<file path="config.mk">
export PLATFORM = sky130hd
export DESIGN_NAME = uart_rx_flat
export DESIGN_NICKNAME = d
export VERILOG_FILES = /design/src/rtl/uart_pkg.sv /design/src/rtl/uart_rx_if.sv /design/src/rtl/uart_sync_edge.sv /design/src/rtl/uart_rx.sv /design/src/flat_wrapper.sv
export SDC_FILE = /design/constraint.sdc
export NUM_CORES = 1
export LEC_CHECK = 0
export ABC_AREA = 1
export ABC_CLOCK_PERIOD_IN_PS = 1600
export CAP_MARGIN = 10
export CORE_ASPECT_RATIO = 0.75
export CORE_MARGIN = 4
export CORE_UTILIZATION = 25
export DETAILED_ROUTE_END_ITERATION = 10
export GPL_TIMING_DRIVEN = 1
export SLEW_MARGIN = 10
export SYNTH_ARGS = -nofsm -noshare
export SYNTH_HDL_FRONTEND = slang
export SYNTH_SLANG_ARGS = --single-unit
</file>
<file path="constraint.sdc">
create_clock -name clk -period 1.6 [get_ports clk]
set_clock_uncertainty 0.15 [all_clocks]
set_input_delay 0.16 -clock clk [delete_from_list [all_inputs] [get_ports clk]]
set_output_delay 0.16 -clock clk [all_outputs]
set_load 0.01 [all_outputs]
</file>
<file path="src/rtl/uart_pkg.sv">
// Shared UART definitions: frame state encoding and datapath widths.
// Used by both the receiver and transmitter.
package uart_pkg;

    localparam int unsigned UART_DATA_WIDTH = 8;
    localparam int unsigned UART_DIV_WIDTH  = 12;

    typedef enum logic [2:0] {
        IDLE,
        START_BIT,
        DATA_BITS,
        PARITY_BIT,
        STOP_BIT
    } uart_state_t;

endpackage

</file>
<file path="src/rtl/uart_rx_if.sv">
// Host-side interface of the UART receiver: received byte, status flags and
// runtime line configuration.
interface uart_rx_if;
    import uart_pkg::*;

    logic [UART_DATA_WIDTH-1:0] data;
    logic                       valid;
    logic                       parity_err;
    logic                       frame_err;
    logic                       busy;
    logic [UART_DIV_WIDTH-1:0]  baud_divider;
    logic                       parity_en;
    logic                       parity_type_odd;

    // The receiver is the master: it produces bytes and consumes configuration.
    modport master (
        output data,
        output valid,
        output parity_err,
        output frame_err,
        output busy,
        input  baud_divider,
        input  parity_en,
        input  parity_type_odd
    );

    modport slave (
        input  data,
        input  valid,
        input  parity_err,
        input  frame_err,
        input  busy,
        output baud_divider,
        output parity_en,
        output parity_type_odd
    );

endinterface

</file>
<file path="src/rtl/uart_sync_edge.sv">
// Two-flop synchronizer for an idle-high asynchronous input, with a registered
// copy of the synchronized level for falling-edge detection.
module uart_sync_edge (
    input  logic clk,
    input  logic rst,
    input  logic din,
    output logic sync,
    output logic fall
);

    logic [1:0] sync_q;
    logic       prev_q;

    // Reset to 1 so a line that is already idle does not look like an edge.
    always_ff @(posedge clk or posedge rst) begin
        if (rst) begin
            sync_q <= 2'b11;
            prev_q <= 1'b1;
        end else begin
            sync_q <= {sync_q[0], din};
            prev_q <= sync_q[1];
        end
    end

    assign sync = sync_q[1];
    assign fall = prev_q & ~sync_q[1];

endmodule

</file>
<file path="src/rtl/uart_rx.sv">
// UART receiver: 8 data bits LSB first, optional even/odd parity, one stop bit,
// runtime baud divider; samples each bit at mid-period.
module uart_rx
    import uart_pkg::*;
#(
    parameter int unsigned DATA_WIDTH = UART_DATA_WIDTH
) (
    input  logic      clk,
    input  logic      rst,
    input  logic      rx,
    uart_rx_if.master bus
);

    localparam int unsigned      PosW    = $clog2(DATA_WIDTH);
    localparam logic [PosW-1:0]  LastPos = PosW'(DATA_WIDTH - 1);

    logic rx_s;
    logic rx_fall;

    uart_sync_edge u_sync (
        .clk (clk),
        .rst (rst),
        .din (rx),
        .sync(rx_s),
        .fall(rx_fall)
    );

    uart_state_t state_q, state_d;

    logic [UART_DIV_WIDTH-1:0] cnt_q, cnt_d;
    logic [UART_DIV_WIDTH-1:0] div_q, div_d;
    logic                      par_en_q, par_en_d;
    logic                      odd_q, odd_d;
    logic [PosW-1:0]           bit_pos_q, bit_pos_d;
    logic [DATA_WIDTH-1:0]     shift_q, shift_d;
    logic                      par_acc_q, par_acc_d;
    logic                      par_err_q, par_err_d;
    logic [DATA_WIDTH-1:0]     data_q, data_d;
    logic                      valid_q, valid_d;
    logic                      perr_out_q, perr_out_d;
    logic                      ferr_out_q, ferr_out_d;

    logic at_half;
    logic at_full;
    logic start_frame;
    logic sample_start;
    logic sample_data;
    logic sample_par;
    logic sample_stop;

    assign at_half = (cnt_q == (div_q >> 1));
    assign at_full = (cnt_q == div_q);

    // ---------------------------------------------------------------- state register
    always_ff @(posedge clk or posedge rst) begin
        if (rst) begin
            state_q <= IDLE;
        end else begin
            state_q <= state_d;
        end
    end

    // ---------------------------------------------------------------- next state
    always_comb begin
        state_d = state_q;
        unique case (state_q)
            IDLE: begin
                if (rx_fall) state_d = START_BIT;
            end
            START_BIT: begin
                // A line that is high again at mid-start was only a glitch.
                if (sample_start) state_d = rx_s ? IDLE : DATA_BITS;
            end
            DATA_BITS: begin
                if (sample_data && bit_pos_q == LastPos) begin
                    state_d = par_en_q ? PARITY_BIT : STOP_BIT;
                end
            end
            PARITY_BIT: begin
                if (sample_par) state_d = STOP_BIT;
            end
            STOP_BIT: begin
                if (sample_stop) state_d = IDLE;
            end
            default: state_d = IDLE;
        endcase
    end

    // ---------------------------------------------------------------- FSM outputs
    always_comb begin
        start_frame  = 1'b0;
        sample_start = 1'b0;
        sample_data  = 1'b0;
        sample_par   = 1'b0;
        sample_stop  = 1'b0;
        unique case (state_q)
            IDLE:       start_frame  = rx_fall;
            START_BIT:  sample_start = at_half;
            DATA_BITS:  sample_data  = at_full;
            PARITY_BIT: sample_par   = at_full;
            STOP_BIT:   sample_stop  = at_full;
            default:    start_frame  = 1'b0;
        endcase
        bus.busy = (state_q != IDLE);
    end

    // ---------------------------------------------------------------- datapath
    always_comb begin
        cnt_d      = cnt_q + 12'd1;
        div_d      = div_q;
        par_en_d   = par_en_q;
        odd_d      = odd_q;
        bit_pos_d  = bit_pos_q;
        shift_d    = shift_q;
        par_acc_d  = par_acc_q;
        par_err_d  = par_err_q;
        data_d     = data_q;
        valid_d    = 1'b0;
        perr_out_d = perr_out_q;
        ferr_out_d = ferr_out_q;

        // Restarting at mid-start re-aligns every later sample to mid-bit.
        if (state_q == IDLE || sample_start || sample_data || sample_par || sample_stop) begin
            cnt_d = '0;
        end

        if (start_frame) begin
            div_d     = bus.baud_divider;
            par_en_d  = bus.parity_en;
            odd_d     = bus.parity_type_odd;
            bit_pos_d = '0;
            par_acc_d = 1'b0;
            par_err_d = 1'b0;
        end

        if (sample_data) begin
            shift_d[bit_pos_q] = rx_s;
            par_acc_d          = par_acc_q ^ rx_s;
            bit_pos_d          = bit_pos_q + 1'b1;
        end

        if (sample_par) begin
            par_err_d = rx_s ^ par_acc_q ^ odd_q;
        end

        if (sample_stop) begin
            data_d     = shift_q;
            valid_d    = 1'b1;
            perr_out_d = par_err_q;
            ferr_out_d = ~rx_s;
        end
    end

    always_ff @(posedge clk or posedge rst) begin
        if (rst) begin
            cnt_q      <= '0;
            div_q      <= '0;
            par_en_q   <= 1'b0;
            odd_q      <= 1'b0;
            bit_pos_q  <= '0;
            shift_q    <= '0;
            par_acc_q  <= 1'b0;
            par_err_q  <= 1'b0;
            data_q     <= '0;
            valid_q    <= 1'b0;
            perr_out_q <= 1'b0;
            ferr_out_q <= 1'b0;
        end else begin
            cnt_q      <= cnt_d;
            div_q      <= div_d;
            par_en_q   <= par_en_d;
            odd_q      <= odd_d;
            bit_pos_q  <= bit_pos_d;
            shift_q    <= shift_d;
            par_acc_q  <= par_acc_d;
            par_err_q  <= par_err_d;
            data_q     <= data_d;
            valid_q    <= valid_d;
            perr_out_q <= perr_out_d;
            ferr_out_q <= ferr_out_d;
        end
    end

    assign bus.data       = data_q;
    assign bus.valid      = valid_q;
    assign bus.parity_err = perr_out_q;
    assign bus.frame_err  = ferr_out_q;

endmodule

</file>
<file path="src/flat_wrapper.sv">
// flat-port wrapper written by rule: the top's interface ports become plain ports
module uart_rx_flat import uart_pkg::*;
#(
    parameter int unsigned DATA_WIDTH = UART_DATA_WIDTH
)
  (clk, rst, rx, bus_data, bus_valid, bus_parity_err, bus_frame_err, bus_busy, bus_baud_divider, bus_parity_en, bus_parity_type_odd);
  uart_rx_if bus_i ();
  input  logic clk;
  input  logic rst;
  input  logic rx;
  output wire logic [$bits(bus_i.data)-1:0] bus_data;
  output wire logic [$bits(bus_i.valid)-1:0] bus_valid;
  output wire logic [$bits(bus_i.parity_err)-1:0] bus_parity_err;
  output wire logic [$bits(bus_i.frame_err)-1:0] bus_frame_err;
  output wire logic [$bits(bus_i.busy)-1:0] bus_busy;
  input wire logic [$bits(bus_i.baud_divider)-1:0] bus_baud_divider;
  input wire logic [$bits(bus_i.parity_en)-1:0] bus_parity_en;
  input wire logic [$bits(bus_i.parity_type_odd)-1:0] bus_parity_type_odd;
  assign bus_data = bus_i.data;
  assign bus_valid = bus_i.valid;
  assign bus_parity_err = bus_i.parity_err;
  assign bus_frame_err = bus_i.frame_err;
  assign bus_busy = bus_i.busy;
  assign bus_i.baud_divider = bus_baud_divider;
  assign bus_i.parity_en = bus_parity_en;
  assign bus_i.parity_type_odd = bus_parity_type_odd;
  uart_rx #(.DATA_WIDTH(DATA_WIDTH)) u_core (.clk(clk), .rst(rst), .rx(rx), .bus(bus_i));
endmodule
</file>
==> summary.md <==
| Metric | Value |
|---|---|
| Pleak | 1.95 nW |
| Status | finished with violations |
| Worst Path Arrival | 1.80 ns |
| Worst-skew pair later-pin latency | 0.29 ns |
| Clock Sinks | 56 |
| Cells after Synth | 368 |
| # fillers | 1,204 |
| Sequential element share of the synthesized area | 0.469 |
| Layout Area Growth over Synthesis | 41.9% |
| GRT met2 Usage | 0.163 |
| Final worst slack | -0.165 ns |
| Vias in the first global route | 2,457 |
| Inserted Clock Buffers | 5 |
| Failing checks | setup timing |
| F_max | 567 MHz |
| Worst Hold Class | input port to async pin |
| Width of the die | 134 um |
| Ant diodes | 0 |
| Ys Warns | 0 |
| Final non-filler cell area | 4250 um2 |
| Util after Layout | 0.364 |
| IO Port Bufs | 28 |
| Max cap viols | 0 |
| CP startpoint kind | register |
| Routed len/inst | 11.7 um |
| Die Height | 103 um |
| Fin crit period | 1.77 ns |
| Synth Area per Inst | 8.13 um2 |
| FF+latch count, synth | 56 |
| CP required | 1.63 ns |
| Final Hold Vio Count | 0 |
| GRT Total Usage | 0.104 |
| Initial antenna violation count | 0 |
| Pwr/cell area | 1250 nW/um2 |
| IO Count | 29 |
| Multi-input logic area | 1470 um2 |
| Peak VDD IR | 0.533 mV |
| Core region area | 11,700 um2 |
| Syn Nets | 388 |
| Total power | 5.31 mW |
| Post-DP Area | 3860 um2 |
| Synthesized cell area | 2990 um2 |
| First-pass iteration count of the detailed router | 4 |
| DRT iter0 DRCs | 111 |
| Starting Density | 0.257 |
| Maximum number of pins on one net before global-route repair | 19 |
| Total Nets Final | 475 |
| M1 GR Usage | 0.151 |
| RSZ-0062 raised after global routing | true |
| Final setup violation count | 38 |
| CP Capture Type | register |
| Slew headroom | 0.775 |
| Final Wtd Congestion | 0.859 |
| Share of layout cells above drive strength 1 | 0.338 |
| Synth cell types | 36 |
| CTS Hold Bufs | 0 |
| Max-slew violation count | 0 |
| Routed via count | 2,549 |
| Post-DRT Antenna Nets | 0 |
| Final Cycle Share | 1.10 |
| Residual DRC | 0 |
| Busiest grt layer | met2 |
| CTS tree | done |
| Clock slew at reported path FFs | 0.07 ns |
| CTS H-tree lvls | 2 |
| Drt total wl | 7.20 mm |
| Critical Path Fanout Max | 6 |
| Worst Max-Slew Pin Slew | 0.337 ns |
| Sequential cell area | 1410 um2 |
| Global route overflow | 0 |
| Setup CP Type | register to register |
| Clk buf depth | 2 |
| Drt via density | 4.12 |
| HPWL Detailed | 5.34 mm |
| Met3 Track Usage GR | 0.0176 |
| Root buffer cell | clkbuf_16 |
| FP Rows | 34 |
| Die area | 13,800 um2 |
| First-pass GRT wire length | 11.6 mm |
==> final timing paths <==
check / from / cells after the start / slack [ns] / end
max: u_core.div_q[3]$_DFFE_PP0P_ / 12 / -0.17 / u_core.cnt_q[9]$_DFF_PP0_
min: rst / 2 / 0.04 / u_core.par_en_q$_DFFE_PP0P_
max reg2reg: u_core.div_q[3]$_DFFE_PP0P_ / 12 / -0.17 / u_core.cnt_q[9]$_DFF_PP0_
min reg2reg: u_core.u_sync.sync_q[0]$_DFF_PP1_ / 0 / 0.21 / u_core.u_sync.sync_q[1]$_DFF_PP1_
max in group asynchronous: rst / 3 / 0.83 / u_core.cnt_q[1]$_DFF_PP0_
min in group clk: rx / 1 / 0.13 / u_core.u_sync.sync_q[0]$_DFF_PP1_
==> cells by family (layout without fill, tap and decap cells) <==
| logic type | Yosys count | count (layout) | share of synthesized area |
|---|---|---|---|
| compound gates | 32 | 32 | 0.0585 |
| mux | 2 | 2 | 0.00878 |
| flops | 56 | 56 | 0.469 |
| fa+ha+maj | 3 | 3 | 0.0125 |
| simple gates | 215 | 215 | 0.340 |
| buf+inv | 48 | 136 | 0.0757 |
| xor+xnor | 12 | 12 | 0.0351 |
==> flip-flops by register name, indices dropped and copies added, names as in the netlist, 2 cells and up <==
name                  flops
u_core.shift_q            8
u_core.cnt_q             12
u_core.bit_pos_q          3
u_core.div_q             12
u_core.u_sync.sync_q      2
u_core.state_q            3
u_core.bus.data           8
==> cell usage after synthesis <==
cell / n / area share
nand3_4: 1 / 0.0059
buf_2: 2 / 0.0033
inv_4: 1 / 0.0021
nand2_2: 2 / 0.0042
clkinv_1: 1 / 0.0013
nor2_4: 1 / 0.0038
mux2_4: 1 / 0.0050
o21ai_1: 12 / 0.020
dfstp_2: 3 / 0.026
nand2_1: 132 / 0.17
clkbuf_1: 1 / 0.0013
nor3_1: 3 / 0.0050
buf_8: 1 / 0.0050
nor3b_1: 1 / 0.0025
or2_1: 1 / 0.0021
nor2_2: 5 / 0.010
xnor2_1: 4 / 0.012
nand3_1: 13 / 0.022
xor2_1: 8 / 0.023
inv_1: 25 / 0.031
nor4_1: 1 / 0.0021
o21ai_2: 1 / 0.0029
dfrtp_1: 53 / 0.44
o21ai_0: 5 / 0.0084
nor2_1: 30 / 0.038
ha_1: 3 / 0.013
mux2_2: 1 / 0.0038
o21ai_4: 1 / 0.0054
nand3_2: 9 / 0.030
buf_4: 2 / 0.0050
a21oi_1: 13 / 0.022
nor3_2: 11 / 0.037
buf_6: 3 / 0.011
nand2_4: 1 / 0.0038
nand4_1: 4 / 0.0084
inv_2: 12 / 0.015
==> through the flow <==
step / setup TNS (ns) / hold WS (ns) / setup slack [ns] / std cells
after global routing: -7.71 / 0.0639 / -0.258 / 618
after CTS: -3.11 / 0.0518 / -0.112 / 613
after floorplan: 0 / 0.0145 / 0.00492 / 368
final: -3.52 / 0.0403 / -0.165 / 618
after global placement: -4.02 / 0.195 / -0.158 / 601
after detailed placement: -5.28 / 0.197 / -0.223 / 601
==> layout make-up <==
| cell class | instances | area share |
|---|---|---|
| Multi-Input combinational cell | 264 | 0.345 |
| Inverter | 39 | 0.0374 |
| Sequential cell | 56 | 0.332 |
| Clock buffer | 7 | 0.0336 |
| Tap cell | 162 | 0.0477 |
| Timing Repair Buffer | 89 | 0.202 |
| Clock inverter | 1 | 0.00177 |
==> report_power, final <==
| group | switching, mW | internal (mW) |
|---|---|---|
| Sequential | 0.254 | 1.67 |
| Combinational | 1.20 | 1.06 |
| Clock | 0.501 | 0.625 |
| Total | 1.96 | 3.35 |
==> timing repair <==
item | in CTS | in global routing
setup buffers | 4 | 2
gates resized for setup | 31 | 21
pin swaps | 9 | 6
setup endpoints to repair | 41 | 40
gates cloned | 0 | 3
==> metal layers <==
layer	wire [um]	vias to the layer above
met5	0	-
met4	95	0
met3	147	8
met2	3170	23
met1	3780	1192
li1	-	1326
==> critical path, cell delays in order (launching register included) <==
cell	delay (ns)
dfrtp_1	0.41
inv_2	0.07
nand2_1	0.08
nand2_2	0.06
clkinv_2	0.05
nand2_2	0.05
nor2_4	0.14
nand3_4	0.13
inv_6	0.11
nand2_4	0.06
o21ai_4	0.10
clkbuf_16	0.19
nor3_2	0.04
==> cells in the final DEF (no fill, tap or decap), types with 8 or more instances in the layout <==
| master | instances |
|---|---|
| a21oi_1 | 13 |
| buf_4 | 49 |
| clkdlybuf4s50_1 | 27 |
| dfrtp_1 | 49 |
| inv_1 | 17 |
| inv_2 | 18 |
| nand2_1 | 121 |
| nand2_2 | 13 |
| nand3_1 | 10 |
| nand3_2 | 11 |
| nor2_1 | 26 |
| nor3_2 | 12 |
| o21ai_1 | 13 |
| xor2_1 | 8 |
No activity file was read; power rests on OpenSTA's default activity.
